==> src/rtl/rr_select_arbiter.sv <==
// Round-robin arbiter driving a 1-of-16 active-low select bus with a programmable break-before-make gap.
// Define ARB_TIMEOUT_EN to force-end tenures that exceed MAX_HOLD cycles and pulse TIMEOUT.
module rr_select_arbiter #(
  parameter int unsigned GAP_CYCLES = 1,
  parameter int unsigned MAX_HOLD   = 64
) (
  input  logic        CLK,
  input  logic        CLRBAR,
  input  logic [15:0] REQ,
  output logic [15:0] GNT_BAR,
  output logic [3:0]  GNT_IDX,
  output logic        GNT_VALID,
  output logic        TIMEOUT
);

  typedef enum logic [1:0] {S_IDLE, S_GRANT, S_GAP} state_e;

  state_e      state_q, state_d;
  logic [3:0]  last_q, last_d;
  logic [3:0]  gap_q, gap_d;
  logic [3:0]  idx_q, idx_d;
  logic        valid_q, valid_d;
  logic [15:0] gnt_bar_q, gnt_bar_d;
  logic        timeout_q, timeout_d;

  logic [3:0]  win_idx;
  logic        win_found;
  logic        gap_final;
  logic        arb_now;
  logic        start_grant;
  logic        req_held;
  logic        expire;
  logic        grant_end;

  // Scan from LAST+1 upward; iterating from the far end keeps the nearest hit.
  always_comb begin
    logic [3:0] cand;
    win_idx   = '0;
    win_found = 1'b0;
    cand      = '0;
    for (int i = 15; i >= 0; i--) begin
      cand = last_q + 4'(i) + 4'd1;
      if (REQ[cand]) begin
        win_idx   = cand;
        win_found = 1'b1;
      end
    end
  end

  assign gap_final   = (state_q == S_GAP) && (gap_q == 4'(GAP_CYCLES));
  assign arb_now     = (state_q == S_IDLE) || gap_final;
  assign start_grant = arb_now && win_found;
  assign req_held    = REQ[idx_q];
  assign grant_end   = (state_q == S_GRANT) && (!req_held || expire);

`ifdef ARB_TIMEOUT_EN
  logic [15:0] hold_q, hold_d;

  assign expire = (state_q == S_GRANT) && (hold_q == 16'(MAX_HOLD));

  always_comb begin
    hold_d = hold_q;
    if (start_grant)
      hold_d = 16'd1;
    else if (grant_end)
      hold_d = '0;
    else if (state_q == S_GRANT)
      hold_d = hold_q + 16'd1;
  end

  always_ff @(posedge CLK or negedge CLRBAR) begin
    if (!CLRBAR)
      hold_q <= '0;
    else
      hold_q <= hold_d;
  end
`else
  assign expire = 1'b0;
`endif

  // State register (all registered outputs live here too)
  always_ff @(posedge CLK or negedge CLRBAR) begin
    if (!CLRBAR) begin
      state_q   <= S_IDLE;
      last_q    <= 4'hF;
      gap_q     <= '0;
      idx_q     <= '0;
      valid_q   <= 1'b0;
      gnt_bar_q <= 16'hFFFF;
      timeout_q <= 1'b0;
    end else begin
      state_q   <= state_d;
      last_q    <= last_d;
      gap_q     <= gap_d;
      idx_q     <= idx_d;
      valid_q   <= valid_d;
      gnt_bar_q <= gnt_bar_d;
      timeout_q <= timeout_d;
    end
  end

  // Next-state logic
  always_comb begin
    state_d = state_q;
    case (state_q)
      S_IDLE:  if (start_grant) state_d = S_GRANT;
      S_GRANT: if (grant_end) state_d = S_GAP;
      S_GAP:   if (gap_final) state_d = win_found ? S_GRANT : S_IDLE;
      default: state_d = S_IDLE;
    endcase
  end

  // Output / datapath next values
  always_comb begin
    last_d    = last_q;
    gap_d     = gap_q;
    idx_d     = idx_q;
    valid_d   = valid_q;
    timeout_d = 1'b0;
    case (state_q)
      S_IDLE: begin
        if (start_grant) begin
          idx_d   = win_idx;
          valid_d = 1'b1;
          last_d  = win_idx;
        end
      end
      S_GRANT: begin
        if (grant_end) begin
          idx_d     = '0;
          valid_d   = 1'b0;
          gap_d     = 4'd1;
          timeout_d = req_held;
        end
      end
      S_GAP: begin
        gap_d = gap_q + 4'd1;
        if (gap_final) begin
          gap_d = '0;
          if (start_grant) begin
            idx_d   = win_idx;
            valid_d = 1'b1;
            last_d  = win_idx;
          end
        end
      end
      default: begin
        idx_d   = '0;
        valid_d = 1'b0;
        gap_d   = '0;
      end
    endcase
  end

  for (genvar gi = 0; gi < 16; gi++) begin : g_decode
    assign gnt_bar_d[gi] = ~(valid_d && (idx_d == 4'(gi)));
  end

  assign GNT_BAR   = gnt_bar_q;
  assign GNT_IDX   = idx_q;
  assign GNT_VALID = valid_q;
  assign TIMEOUT   = timeout_q;

endmodule

==> config.mk <==
export PLATFORM = sky130hd
export DESIGN_NAME = rr_select_arbiter
export DESIGN_NICKNAME = d
export VERILOG_FILES = /design/src/rtl/rr_select_arbiter.sv
export SDC_FILE = /design/constraint.sdc
export NUM_CORES = 1
export LEC_CHECK = 0
export ABC_AREA = 1
export CAP_MARGIN = 20
export CORE_UTILIZATION = 62
export DETAILED_ROUTE_END_ITERATION = 7
export GPL_ROUTABILITY_DRIVEN = 0
export PLACE_DENSITY = 0.87
export SYNTH_ARGS = -nofsm -noshare
export SYNTH_HDL_FRONTEND = slang
export SYNTH_SLANG_ARGS = --single-unit
==> constraint.sdc <==
create_clock -name CLK -period 10 [get_ports CLK]
set_clock_uncertainty 0.2 [all_clocks]
set_input_delay 3 -clock CLK [delete_from_list [all_inputs] [get_ports CLK]]
set_output_delay 3 -clock CLK [all_outputs]
set_load 0.01 [all_outputs]
* Word level (Yosys, flattened, before mapping) *
Index checks and enable logic that the tools add are counted.
W data, S select, Z words.

cells by class
  eq/ne operators = 21
  bitwise gates (word level) = 17
  add/subtract/negate cells = 31
  $lt $le $gt $ge = 17
  muxes and demuxes = 87
  reduce and logical (&&, ||, !) cells = 27

operators by type and width
  operator               number
  $mux W4                23
  $lt A4 B5 Y1 const B   17
  $add A4 B1 Y4 const B  17
  $bmux W1 S4            17
  $mux W1                39
  $add A4 B4 Y4 const B  8
  $eq A4 B4 Y1 const B   8
  $pmux W4 S3            2
  $logic_and A1 B1 Y1    19
  $not A1 Y1             17
  $add A4 B3 Y4 const B  4
  $eq A4 B3 Y1 const B   4
  $add A4 B2 Y4 const B  2
  $eq A4 B1 Y1 const B   2
  $eq A4 B2 Y1 const B   2
  $pmux W4 S2            1
  $mux W2                3
  $ne A2 B2 Y1 const B   3
  $pmux W2 S3            1
  $logic_not A4 Y1       1
  $reduce_and A2 Y1      2
  $pmux W1 S3            1
  $reduce_and A3 Y1      1
  $eq A2 B1 Y1 const B   1
  other kinds (5)        5

storage, ports and cells
  output and inout port bits = 22
  register bits = 32
  bits of input ports = 18
  logic and storage cells = 207

* Depth between registers and ports, before layout *
  depth in word-level cells = 27
  gate-level depth with buffers = 37
  mapped depth without buffers = 34

* Least setup slack after synthesis *
Ideal clock, no wire load.

  kind = input -> register
  start = in REQ[4]
  end = reg gnt_bar_q[2] (netlist: GNT_BAR[2])
  setup slack = 4.848 ns
  setup time = 0.083 ns
  arrival time = 4.869 ns
  cell stages on the path = 17
  data required time = 9.717 ns
  buffers on the path = 0
  cells stage by stage = nand2_1 > nand3_1 > nand3_1 > nand2_1 > nand2_1 > nand2_2 > or4_4 > nor4_4 > nand2_2 > inv_2 > nand2_2 > nand2_2 > nand2_1 > nand2_2 > nand3_1 > nor2_2 > nand2_1

on the way
  word-level cells in the longest chain between the ends = 25
  elaborated cells on any way between the ends = 80
  classes of those cells = eq/ne (1); mux (74); bitwise (1); reduce/logical (4)

ends and longest elaborated chain
  item                           RTL line  RTL
  start, declared                9         input logic [15:0] REQ,
  $bmux W1 S4                    43        if (REQ[cand]) begin
  $mux W1 (not written as such)  43
  $mux W1 (16 in a row)          43
  $logic_and A1 B1 Y1            52        assign start_grant = arb_now && win_found;
  $mux W4                        122, 140
  $mux W4                        138       if (gap_final) begin
  $pmux W4 S3                    120       case (state_q)
  $eq A4 B2 Y1                   156       assign gnt_bar_d[gi] = ~(valid_d && (idx_d == 4'(gi)));
  $logic_and A1 B1 Y1 *          156
  $not A1 Y1 *                   156
  net gnt_bar_d[2]               23        logic [15:0] gnt_bar_q, gnt_bar_d;
  end signal, assigned           97        gnt_bar_q <= gnt_bar_d;
  end, declared                  23

The timed path passes the listed nets; every way through them passes the cells marked *. The select of a mux whose other input is x is not followed.
A chain may end at the register's enable or synchronous reset.

* Worst setup path after layout *
  start = in REQ[2]
  end = reg gnt_bar_q[13] (netlist: GNT_BAR[13])

on the way
  word-level cells in the longest chain between the ends = 25
  elaborated cells on any way between the ends = 80
  classes of those cells = eq/ne (1); mux (74); bitwise (1); reduce/logical (4)

ends and longest elaborated chain
  item                           RTL line
  $bmux W1 S4                    43
  $mux W1 (not written as such)  43
  $mux W1 (16 in a row)          43
  $logic_and A1 B1 Y1            52
  $mux W4                        122, 140
  $mux W4                        138
  $pmux W4 S3                    120
  $eq A4 B4 Y1                   156
  $logic_and A1 B1 Y1 *          156
  $not A1 Y1 *                   156
  net gnt_bar_d[13]              23

Marks and branches as above.

==> results.sh <==
export IMPL_clockBufferDepth=2
export IMPL_die_area_um2=5800
export IMPL_grt_pass1_vias=3455
export IMPL_htreeDepth=2
export IMPL_clockRootBuffer="clkbuf_8"
export IMPL_crit_path_max_fanout=5
export IMPL_detail_route_antenna_nets=0
export IMPL_fin_tns_setup_ns=0
export IMPL_fin_util=0.754
export IMPL_clock_sinks=32
export IMPL_antenna_found_initial=0
export IMPL_yosys_area_top_type="nand2_1"
export IMPL_period_minus_slack_ns=5.89
export IMPL_core_area_um2=5200
export IMPL_crit_type="in2reg"
export IMPL_preCtsSetupSlack_ns=3.96
export IMPL_grt_overflow=0
export IMPL_cp_start_kind="input pin"
export IMPL_final_max_slew_viol_count=0
export IMPL_syn_area_um2=3410
export IMPL_syn_nets=585
export IMPL_die_x_um=76.1
export IMPL_synthCells=553
export IMPL_rsz0062_at_grt="false"
export IMPL_num_rows=26
export IMPL_critical_path_arrival_ns=5.90
export IMPL_synthFlopType="dfstp_2"
export IMPL_setup_viol=0
export IMPL_tightest_slew_ns=0.599
export IMPL_fin_crit_sh=0.589
export IMPL_viasPerCell=5.81
export IMPL_min_path_type="reg2reg"
export IMPL_start_util=0.655
export IMPL_hold_viol=0
export IMPL_synthTopCellsByArea="nand2_1 24%, dfstp_2 15%, nand3_1 10%"
export IMPL_drc_errors=0
export IMPL_cp_required_ns=10.01
export IMPL_first_pass_iters=5
export IMPL_synth_edf_count=0
export IMPL_area_delta_synth_final_pct=15.1
export IMPL_cpPeakStageDelay_ns=0.49
export IMPL_endpoint_kind="flop"
export IMPL_async_flop_share=1.00
export IMPL_synth_area_per_cell_um2=6.16
export IMPL_cts_resized_gates=0
export IMPL_clock_latency_ns=0.29
export IMPL_netlist_area_leader_share=0.238
export IMPL_max_cap_viol_count=0
export IMPL_cts_setup_buffers=0
export IMPL_netlist_top_cells_count="216 x nand2_1, 70 x nand3_1, 43 x a21oi_1"
export IMPL_portBuffers=39
export IMPL_drive_gt1_frac=0.122
export IMPL_outcome="completed"
export IMPL_drtIter0Drc=510
export IMPL_wl_per_cell_um=15.4
export IMPL_fill_cells=425
export IMPL_synth_seq_cells=32
export IMPL_gr_usage_all_layers=0.358
export IMPL_nets=620
export IMPL_chipHeight_um=76.1
export IMPL_fmax_mhz=170
export IMPL_yosysSeqAreaShare=0.242
export IMPL_cts_tree="done"
export IMPL_ys_warn_count=0
export IMPL_synth_cell_types=50
export IMPL_synth_most_common_cell="nand2_1"
export IMPL_ioPinCount=40
export IMPL_max_slew_margin=0.601
export IMPL_fin_ws_ns=4.11
export IMPL_totalWireLength_um=10200
export IMPL_cts_hold_buf=0
export IMPL_grt_max_degree=33
export IMPL_hpwl_um=7710
export IMPL_cp_slowest_cell="clkdlybuf4s50_1"
export IMPL_dr_total_vias=3831
export IMPL_grt_first_pass_wirelength_um=16400
export IMPL_diodes=0
export IMPL_crit_top_cell="nand2_1"
export IMPL_cts_buffers=5
export IMPL_clk_pin_slew_ns=0.07
==> worst max-delay path: cells and delay by family <==
family          cells  cell delay, ns
simple gates       26            2.12
buf+inv             2            0.59
compound gates      1            0.19
==> metrics by stage <==
step	hold slack, ns	cells	cell area [um2]
after floorplan	0.245	553	3410
after global placement	0.269	651	3810
after detailed placement	0.281	651	3810
after CTS	0.292	659	3920
after global routing	0.311	659	3920
final	0.299	659	3920
==> path summary, 6_finish.rpt <==
path | startpoint | to | slack (ns) | depth (start not counted)
worst max-delay path | REQ[2] | GNT_BAR[13] | 4.11 | 29
worst min-delay path | gap_q[3] | gap_q[3] | 0.30 | 1
worst max register to register | last_q[1] | GNT_BAR[13] | 4.97 | 30
worst min register to register | gap_q[3] | gap_q[3] | 0.30 | 1
max in group asynchronous | CLRBAR | GNT_BAR[10] | 6.38 | 2
min in group asynchronous | CLRBAR | gap_q[3] | 2.89 | 2
==> state kept, by name, indices dropped and copies added (netlist names) <==
name	cells
last_q	4
GNT_BAR	16
GNT_VALID	1
GNT_IDX	4
state_q	2
TIMEOUT	1
gap_q	4
==> per-layer routing <==
metal  vias to the layer above  routed length, um  global-route usage
li1                       1866                  -                   -
met1                      1715               4250               0.460
met2                       215               4610               0.585
met3                        35               1030              0.0850
met4                         0                274               0.133
met5                         -                  0                   0
==> layout make-up <==
cell class | instances | area [um2] | share of cell area
clock buffers | 5 | 68.8 | 0.0175
repair buffers | 40 | 398 | 0.101
inverters | 53 | 203 | 0.0517
multi-input cells | 456 | 2300 | 0.586
clock inverters | 3 | 42.5 | 0.0108
well taps | 70 | 87.6 | 0.0223
flip-flops and latches | 32 | 826 | 0.210
==> cell usage in the layout (no fill, tap or decap), types with 2 or more instances in the layout <==
master / synthesis / routed
nand2_1: 216 / 216
nand3_1: 70 / 70
a21oi_1: 43 / 43
inv_1: 42 / 42
clkdlybuf4s50_1: 0 / 39
o21ai_0: 25 / 25
nor2_1: 24 / 24
dfstp_2: 20 / 20
nand2_2: 16 / 16
ha_1: 14 / 14
dfrtp_1: 12 / 12
inv_2: 9 / 9
xor2_1: 5 / 5
nor2_2: 5 / 5
clkbuf_8: 0 / 5
xnor2_1: 3 / 3
o22ai_1: 3 / 3
and2_1: 2 / 2
a21o_1: 2 / 2
o221ai_1: 2 / 2
clkinv_2: 1 / 2
a21boi_0: 2 / 2
==> cell families after synthesis <==
kind of cell | Yosys count | share of synthesized area
other | 1 | 0.00110
AND/OR/NAND/NOR | 344 | 0.440
AO/OA/AOI/OAI | 86 | 0.144
buffers and inverters | 65 | 0.0833
adder cells (fa/ha/maj) | 14 | 0.0514
flip-flops | 32 | 0.242
XOR/XNOR | 11 | 0.0382
Power is left out: the tool's default activity adds up to more than one toggle a clock period on the data nets, which glitch-free logic cannot reach.
